===== src/rtl/sw_pe_dispatcher_if.sv =====
// Purpose: groups the arranger-side and PE-side signals of the Smith-Waterman PE dispatcher.
// Ports: arrange_ready/data_in/pe_done come from the arranger and the PEs; pe_empty, pe_load,
//        pe_data, busy, all_idle, dispatch_cnt and err_done are driven by the dispatcher.
// Modports: master = arranger/PE side (drives the inputs), slave = dispatcher.
interface sw_pe_dispatcher_if #(
  parameter int DATA_WIDTH = 252,
  parameter int PE_NUM     = 4
);
  // arranger -> dispatcher
  logic                  arrange_ready;
  logic [DATA_WIDTH-1:0] data_in;
  // dispatcher -> arranger
  logic                  pe_empty;
  // dispatcher <-> PE bank
  logic [PE_NUM-1:0]     pe_load;
  logic [DATA_WIDTH-1:0] pe_data;
  logic [PE_NUM-1:0]     pe_done;
  // status
  logic [PE_NUM-1:0]     busy;
  logic                  all_idle;
  logic [15:0]           dispatch_cnt;
  logic                  err_done;

  modport master (
    output arrange_ready, data_in, pe_done,
    input  pe_empty, pe_load, pe_data, busy, all_idle, dispatch_cnt, err_done
  );

  modport slave (
    input  arrange_ready, data_in, pe_done,
    output pe_empty, pe_load, pe_data, busy, all_idle, dispatch_cnt, err_done
  );
endinterface


===== src/rtl/sw_pe_dispatcher.sv =====
// Purpose: captures each arranged word once and issues it to one idle scoring PE, round-robin.
// Latency: accept sampled at edge N, one-hot pe_load high in the cycle after edge N+1.
// Backpressure: pe_empty (combinational) is low while a word is held or every PE is busy.
// Ports: clk, rst (async, active-low), bus (slave modport of sw_pe_dispatcher_if).
module sw_pe_dispatcher #(
  parameter int DATA_WIDTH = 252,
  parameter int PE_NUM     = 4,
  parameter int PTR_WIDTH  = 2
) (
  input  logic                 clk,
  input  logic                 rst,
  sw_pe_dispatcher_if.slave    bus
);

  typedef enum logic {
    ST_IDLE = 1'b0,
    ST_HOLD = 1'b1
  } state_t;

  state_t                r_state;
  logic [PE_NUM-1:0]     r_busy;
  logic [PTR_WIDTH-1:0]  r_rr_ptr;
  logic [PE_NUM-1:0]     r_pe_load;
  logic [DATA_WIDTH-1:0] r_pe_data;
  logic [15:0]           r_dispatch_cnt;
  logic                  r_err_done;
  logic                  r_ready_q;
  logic [DATA_WIDTH-1:0] r_hold;

  logic                  w_accept;
  logic                  w_pe_empty;
  logic [PE_NUM-1:0]     w_busy_clr;
  logic                  w_done_err;
  logic                  w_sel_vld;
  logic [PTR_WIDTH-1:0]  w_sel;
  logic [PTR_WIDTH:0]    w_idx;
  logic [PE_NUM-1:0]     w_sel_onehot;
  logic [PTR_WIDTH-1:0]  w_rr_next;

  // The arranger holds ready high for up to two cycles per word, so only the
  // rising edge counts as a new word.
  assign w_accept   = bus.arrange_ready & ~r_ready_q;
  assign w_pe_empty = (r_state == ST_IDLE) && (r_busy != {PE_NUM{1'b1}});

  // Done pulses clear busy; a done for an idle PE is an error and leaves busy at 0.
  assign w_busy_clr = r_busy & ~bus.pe_done;
  assign w_done_err = |(bus.pe_done & ~r_busy);

  // Round-robin search starting at r_rr_ptr. The index is formed one bit wider
  // and reduced modulo PE_NUM so non-power-of-2 PE counts wrap correctly.
  always_comb begin
    w_sel_vld = 1'b0;
    w_sel     = '0;
    w_idx     = '0;
    for (int k = 0; k < PE_NUM; k++) begin
      w_idx = {1'b0, r_rr_ptr} + (PTR_WIDTH+1)'(k);
      if (w_idx >= (PTR_WIDTH+1)'(PE_NUM)) begin
        w_idx = w_idx - (PTR_WIDTH+1)'(PE_NUM);
      end
      if (!w_sel_vld && !r_busy[w_idx[PTR_WIDTH-1:0]]) begin
        w_sel_vld = 1'b1;
        w_sel     = w_idx[PTR_WIDTH-1:0];
      end
    end
  end

  assign w_sel_onehot = PE_NUM'(1) << w_sel;
  assign w_rr_next    = (w_sel == PTR_WIDTH'(PE_NUM - 1)) ? '0 : w_sel + PTR_WIDTH'(1);

  always_ff @(posedge clk or negedge rst) begin
    if (!rst) begin
      r_state        <= ST_IDLE;
      r_busy         <= '0;
      r_rr_ptr       <= '0;
      r_pe_load      <= '0;
      r_pe_data      <= '0;
      r_dispatch_cnt <= '0;
      r_err_done     <= 1'b0;
      r_ready_q      <= 1'b0;
      r_hold         <= '0;
    end else begin
      r_ready_q  <= bus.arrange_ready;
      r_pe_load  <= '0;
      r_busy     <= w_busy_clr;
      r_err_done <= r_err_done | w_done_err;
      case (r_state)
        ST_IDLE: begin
          // An accept while no PE is free is dropped, not remembered.
          if (w_accept && w_pe_empty) begin
            r_hold  <= bus.data_in;
            r_state <= ST_HOLD;
          end
        end
        ST_HOLD: begin
          // arrange_ready is ignored here; if nothing is free, retry next cycle.
          if (w_sel_vld) begin
            r_pe_load      <= w_sel_onehot;
            r_pe_data      <= r_hold;
            r_busy         <= w_busy_clr | w_sel_onehot;
            r_rr_ptr       <= w_rr_next;
            r_dispatch_cnt <= r_dispatch_cnt + 16'd1;
            r_state        <= ST_IDLE;
          end
        end
        default: r_state <= ST_IDLE;
      endcase
    end
  end

  assign bus.pe_empty     = w_pe_empty;
  assign bus.pe_load      = r_pe_load;
  assign bus.pe_data      = r_pe_data;
  assign bus.busy         = r_busy;
  assign bus.all_idle     = (r_busy == '0) && (r_state == ST_IDLE);
  assign bus.dispatch_cnt = r_dispatch_cnt;
  assign bus.err_done     = r_err_done;

endmodule

===== src/flat_wrapper.sv =====
// flat-port wrapper written by rule: the top's interface ports become plain ports
module sw_pe_dispatcher_flat 
#(
  parameter int DATA_WIDTH = 252,
  parameter int PE_NUM     = 4,
  parameter int PTR_WIDTH  = 2
)
  (clk, rst, bus_arrange_ready, bus_data_in, bus_pe_done, bus_pe_empty, bus_pe_load, bus_pe_data, bus_busy, bus_all_idle, bus_dispatch_cnt, bus_err_done);
  sw_pe_dispatcher_if #(.DATA_WIDTH(DATA_WIDTH), .PE_NUM(PE_NUM)) bus_i ();
  input  logic clk;
  input  logic rst;
  input wire logic [$bits(bus_i.arrange_ready)-1:0] bus_arrange_ready;
  input wire logic [$bits(bus_i.data_in)-1:0] bus_data_in;
  input wire logic [$bits(bus_i.pe_done)-1:0] bus_pe_done;
  output wire logic [$bits(bus_i.pe_empty)-1:0] bus_pe_empty;
  output wire logic [$bits(bus_i.pe_load)-1:0] bus_pe_load;
  output wire logic [$bits(bus_i.pe_data)-1:0] bus_pe_data;
  output wire logic [$bits(bus_i.busy)-1:0] bus_busy;
  output wire logic [$bits(bus_i.all_idle)-1:0] bus_all_idle;
  output wire logic [$bits(bus_i.dispatch_cnt)-1:0] bus_dispatch_cnt;
  output wire logic [$bits(bus_i.err_done)-1:0] bus_err_done;
  assign bus_i.arrange_ready = bus_arrange_ready;
  assign bus_i.data_in = bus_data_in;
  assign bus_i.pe_done = bus_pe_done;
  assign bus_pe_empty = bus_i.pe_empty;
  assign bus_pe_load = bus_i.pe_load;
  assign bus_pe_data = bus_i.pe_data;
  assign bus_busy = bus_i.busy;
  assign bus_all_idle = bus_i.all_idle;
  assign bus_dispatch_cnt = bus_i.dispatch_cnt;
  assign bus_err_done = bus_i.err_done;
  sw_pe_dispatcher #(.DATA_WIDTH(DATA_WIDTH), .PE_NUM(PE_NUM), .PTR_WIDTH(PTR_WIDTH)) u_core (.clk(clk), .rst(rst), .bus(bus_i));
endmodule

===== config.mk =====
export PLATFORM = sky130hd
export DESIGN_NAME = sw_pe_dispatcher_flat
export DESIGN_NICKNAME = d
export VERILOG_FILES = /design/src/rtl/sw_pe_dispatcher_if.sv /design/src/rtl/sw_pe_dispatcher.sv /design/src/flat_wrapper.sv
export SDC_FILE = /design/constraint.sdc
export NUM_CORES = 1
export LEC_CHECK = 0
export BUFFER_PORTS_ARGS = -buffer_cell sky130_fd_sc_hd__buf_4
export CORE_AREA = 2 2 212 214
export DETAILED_ROUTE_END_ITERATION = 8
export DIE_AREA = 0 0 214 216
export PLACE_DENSITY = 0.75
export SKIP_LAST_GASP = 1
export SYNTH_ARGS = -nofsm -noshare
export SYNTH_HDL_FRONTEND = slang
export SYNTH_SLANG_ARGS = --single-unit

===== constraint.sdc =====
create_clock -name clk -period 2.8 [get_ports clk]
set_input_delay 0.14 -clock clk [delete_from_list [all_inputs] [get_ports clk]]
set_output_delay 0.14 -clock clk [all_outputs]
set_load 0.05 [all_outputs]

==> results by stage <==
Status:
- The flow ran to the end, and the final reports show no timing, DRC or antenna violations.

Synthesis:
- Of the total synthesized cell area, the portion taken by AND, OR, NAND and NOR gates is 0.151.
- Synthesis instantiated 30 different standard cells from the library.
- The share of the synthesized area in compound gates (AO/OA/AOI/OAI) is 0.00471.
- The average cell area after synthesis is 12.0 sq um.
- Counting instances in the post-synthesis netlist gives the leading cell types as 774 x nand2_1, 533 x dfrtp_1, 169 x mux2_4.
- Ranked by total cell area, the synthesized netlist is headed by dfrtp_1 64%, nand2_1 14%, mux2_4 12%.
- The sequential-to-total area share from yosys stat is 0.644.
- After synthesis the netlist holds a flip-flop and latch count of 533.
- The share of synthesized flip-flops with an asynchronous set or reset is 1.00.
- The portion of synthesized cell area occupied by the leading cell type is 0.644.
- During synthesis, Yosys emitted a total of 0 warnings.
- The mux contribution to synthesized area is 0.168.
- After technology mapping, the gate count stands at 1724.
- The most used standard cell by instance count after synthesis is nand2_1.
- The largest family of logic cells by synthesized area is multiplexers.
- The most used flip-flop cell after synthesis is dfrtp_1.
- The adder-cell area share of the yosys netlist is 0.00302.
- Of the total synthesized cell area, the portion taken by XOR and XNOR cells is 0.00634.
- The number of nets handed over by synthesis was 1988.
- The total standard cell area after synthesis is 0.0207 sq mm.
- The library cell occupying the most area in the post-synthesis netlist is dfrtp_1.
- The number of flops mapped to enable cells by yosys is 0.

Die:
- For this configuration, the core starts out at a cell density of 0.473.
- In this run the core area contains 77 standard-cell rows.
- The area enclosed by the die boundary is 0.0462 sq mm.
- The overall die width is 214 microns.
- The core region is 0.0438 sq mm.
- The count of pins on the block boundary is 538.
- The overall die height is 216 microns.

Setup path:
- The endpoint arrival time on the critical path is 2.78 ns.
- The kind of critical path is flop to flop.
- The largest fanout on the critical path is 38.
- The type of element capturing the critical path is a flop.
- The capture instance of the worst register-to-register path is u_core.r_hold[190].
- Data on the critical path is required at its endpoint by 3.26 ns.
- The worst setup path is launched from a flop.
- In this run the critical register-to-register path is launched from u_core.bus.busy[3].
- Counting cells, the worst reg-to-reg path comes to 6.
- The minimum setup slack among reg-to-reg paths is 0.49 ns.

Clocking:
- In this run, CTS created clock tree buffers numbering 55.
- After clock tree synthesis, the clock-pin slew on the worst setup and hold paths is 0.06 ns.
- The number of gates resized after CTS was 0.
- The longest clock path from root to sink contains 3 buffers.
- Post-CTS timing repair inserted 0 buffers for setup.
- CTS saw 533 sinks.
- The number of hold buffers added after cts is 258.
- The master cell of the clock root buffer is clkbuf_16.
- The CTS tree is yes.
- The number of H-tree branching levels is 2.
- For the worst-skew pair, the clock arrives at the later sink with an insertion delay of 0.60 ns.

STA:
- The number of max-slew violations in the final report came to 0.
- Setup repair after global routing left no endpoint under its margin.
- The final number of setup-violating endpoints is 0.
- The slew at the pin closest to its max-slew limit is 0.669 ns.
- For the final database, setup skew stands at 0.0238 ns.
- The portion of the clock cycle consumed by the worst path in the final layout is 0.826.
- The final count of hold timing violations was 0.
- The relative slew slack is 0.554.
- The aggregate negative setup slack is 0 ns.
- The final critical-path required period is 2.31 ns.
- The achievable clock frequency is 433 MHz.

Placed design:
- At the end of routability-driven placement, the weighted congestion stood at 0.863.
- Summed over all nets, the half-perimeter wirelength after detailed placement is 38700 microns.
- In this run the tool buffered the top-level ports with 537 buffer cells.
- The count of placed standard cells including taps is 2812.

Hold path:
- The class of the tightest hold or removal check is primary input to asynchronous set/reset pin.

Cells and area:
- Compared with the post-synthesis result, the final layout area differs by 45.5%.
- In the final layout, the share of cells above drive strength 1 is 0.360.
- In the final design database the tool counted 2799 nets.
- The finished layout holds 3174 standard cells, fillers aside.

Detailed routing:
- In this run, the number of DRC markers left after iteration 0 of detailed routing was 1645.
- Detailed routing inserted a total of 16411 vias.
- After detailed routing, the total wire length is 65500 microns.
- Dividing the detail-routed wire length by the instance count gives 20.6 microns.
- The iteration count of the initial detailed-routing pass is 5.
- The number of design rule violations left after detail routing is 0.
- The remaining antenna violation count is 0.
- Dividing the detail-routed via count by the number of cells gives 5.17.

Pwr:
- The power per standard cell area is 864 mW/mm^2.
- IR analysis of the VDD net gives a maximum drop of 0.000650 V.
- The overall power consumption is 26.0 mW.
- The leakage power is 15.8 nW.

Global route:
- The number of global-route vias before repair is 17918.
- The wire length of the first global-routing pass is 102000 microns.
- The pin count of the biggest net entering global routing is 98.
- For this run, the total global-route usage over all layers was measured as 0.282.
- The initial antenna violation count is 6.
- Global routing finished with a remaining overflow of 0.

Flow run:
- Across the run, the number of max-cap violations was 0.
==> cell type report <==
type                    instances  area [sq um]
flip-flops and latches        533         13300
clock buffers                  78          1590
clock inverters                22           324
repair buffers                841          7230
well taps                     592           741
diodes                          4          10.0
fillers                      2698         13700
multi-input cells            1099          6900
inverters                       5          18.8
==> metal layers <==
| metal | part of all wire | routed length (microns) | track usage | vias up |
|---|---|---|---|---|
| met2 | 0.49 | 32300 | 0.473 | 847 |
| met5 | 0.00041 | 27 | 0 | - |
| met1 | 0.38 | 25000 | 0.343 | 8257 |
| met3 | 0.084 | 5510 | 0.0779 | 184 |
| li1 | - | - | - | 7119 |
| met4 | 0.041 | 2660 | 0.117 | 4 |
==> per-stage QoR <==
stage          hold WS, ns  utilization  worst slack (ns)  area, sq um
2_1_floorplan       -0.156            -             0.669        20700
3_3_place_gp         0.180        0.585             0.625        25600
3_5_place_dp         0.189        0.585             0.561        25600
4_1_cts              0.143        0.687             0.522        30100
5_1_grt              0.170        0.688             0.387        30100
6_report             0.140        0.688             0.488        30100
==> power by group <==
group | internal (mW) | leakage [nW] | switching [mW]
registers | 9.22 | 6.47 | 1.10
clock network | 4.67 | 0.929 | 3.09
logic | 2.85 | 8.35 | 5.10
==> placed cells by master, fill, tap and decap left out, types with 9 or more instances in the layout <==
cell,count
dfrtp_1,533
mux2_2,83
buf_4,561
buf_12,21
clkbuf_16,57
clkbuf_1,13
nor2_1,9
mux2_4,169
clkinv_2,9
dlygate4sd3_1,258
nand2_1,773
==> worst max path at each step <==
stage / cells after the start / end / start / slack (ns)
floorplan: 7 / u_core.r_hold[100] / u_core.bus.busy[3] / 0.67
global placement: 6 / u_core.r_hold[189] / u_core.bus.busy[0] / 0.62
detailed placement: 6 / u_core.r_hold[190] / u_core.bus.busy[3] / 0.56
CTS: 6 / u_core.r_hold[190] / u_core.bus.busy[3] / 0.52
global route: 6 / u_core.r_hold[190] / u_core.bus.busy[3] / 0.39
finish: 6 / u_core.r_hold[190] / u_core.bus.busy[3] / 0.49
==> cells by family (layout without fill, tap and decap cells) <==
kind of cell	Yosys count	after routing
DFF	533	533
other	0	4
xor gates and xnor gates	15	15
and+or+nand+nor	813	813
adders and majority gates	5	5
AOI/OAI and AO/OA	14	14
muxes	252	252
buffers and inverters	92	946
==> worst max-delay path, cell delays in order, from the launching register on <==
cell     delay [ns]
dfrtp_1        0.49
nand2_1        0.09
nor3_1         0.27
or4b_4         0.35
buf_12         0.28
buf_4          0.29
mux2_2         0.38
==> sequential cells by signal, indices dropped and copies added, names as in the netlist <==
| name | cells |
|---|---|
| u_core.bus.pe_data | 252 |
| u_core.r_hold | 252 |
| u_core.bus.dispatch_cnt | 16 |
| u_core.bus.busy | 4 |
| u_core.bus.pe_load | 4 |
| u_core.r_rr_ptr | 2 |
| u_core.bus.err_done | 1 |
| u_core.r_ready_q | 1 |
| u_core.r_state | 1 |
Note: power is estimated with default switching activity, not from simulation.
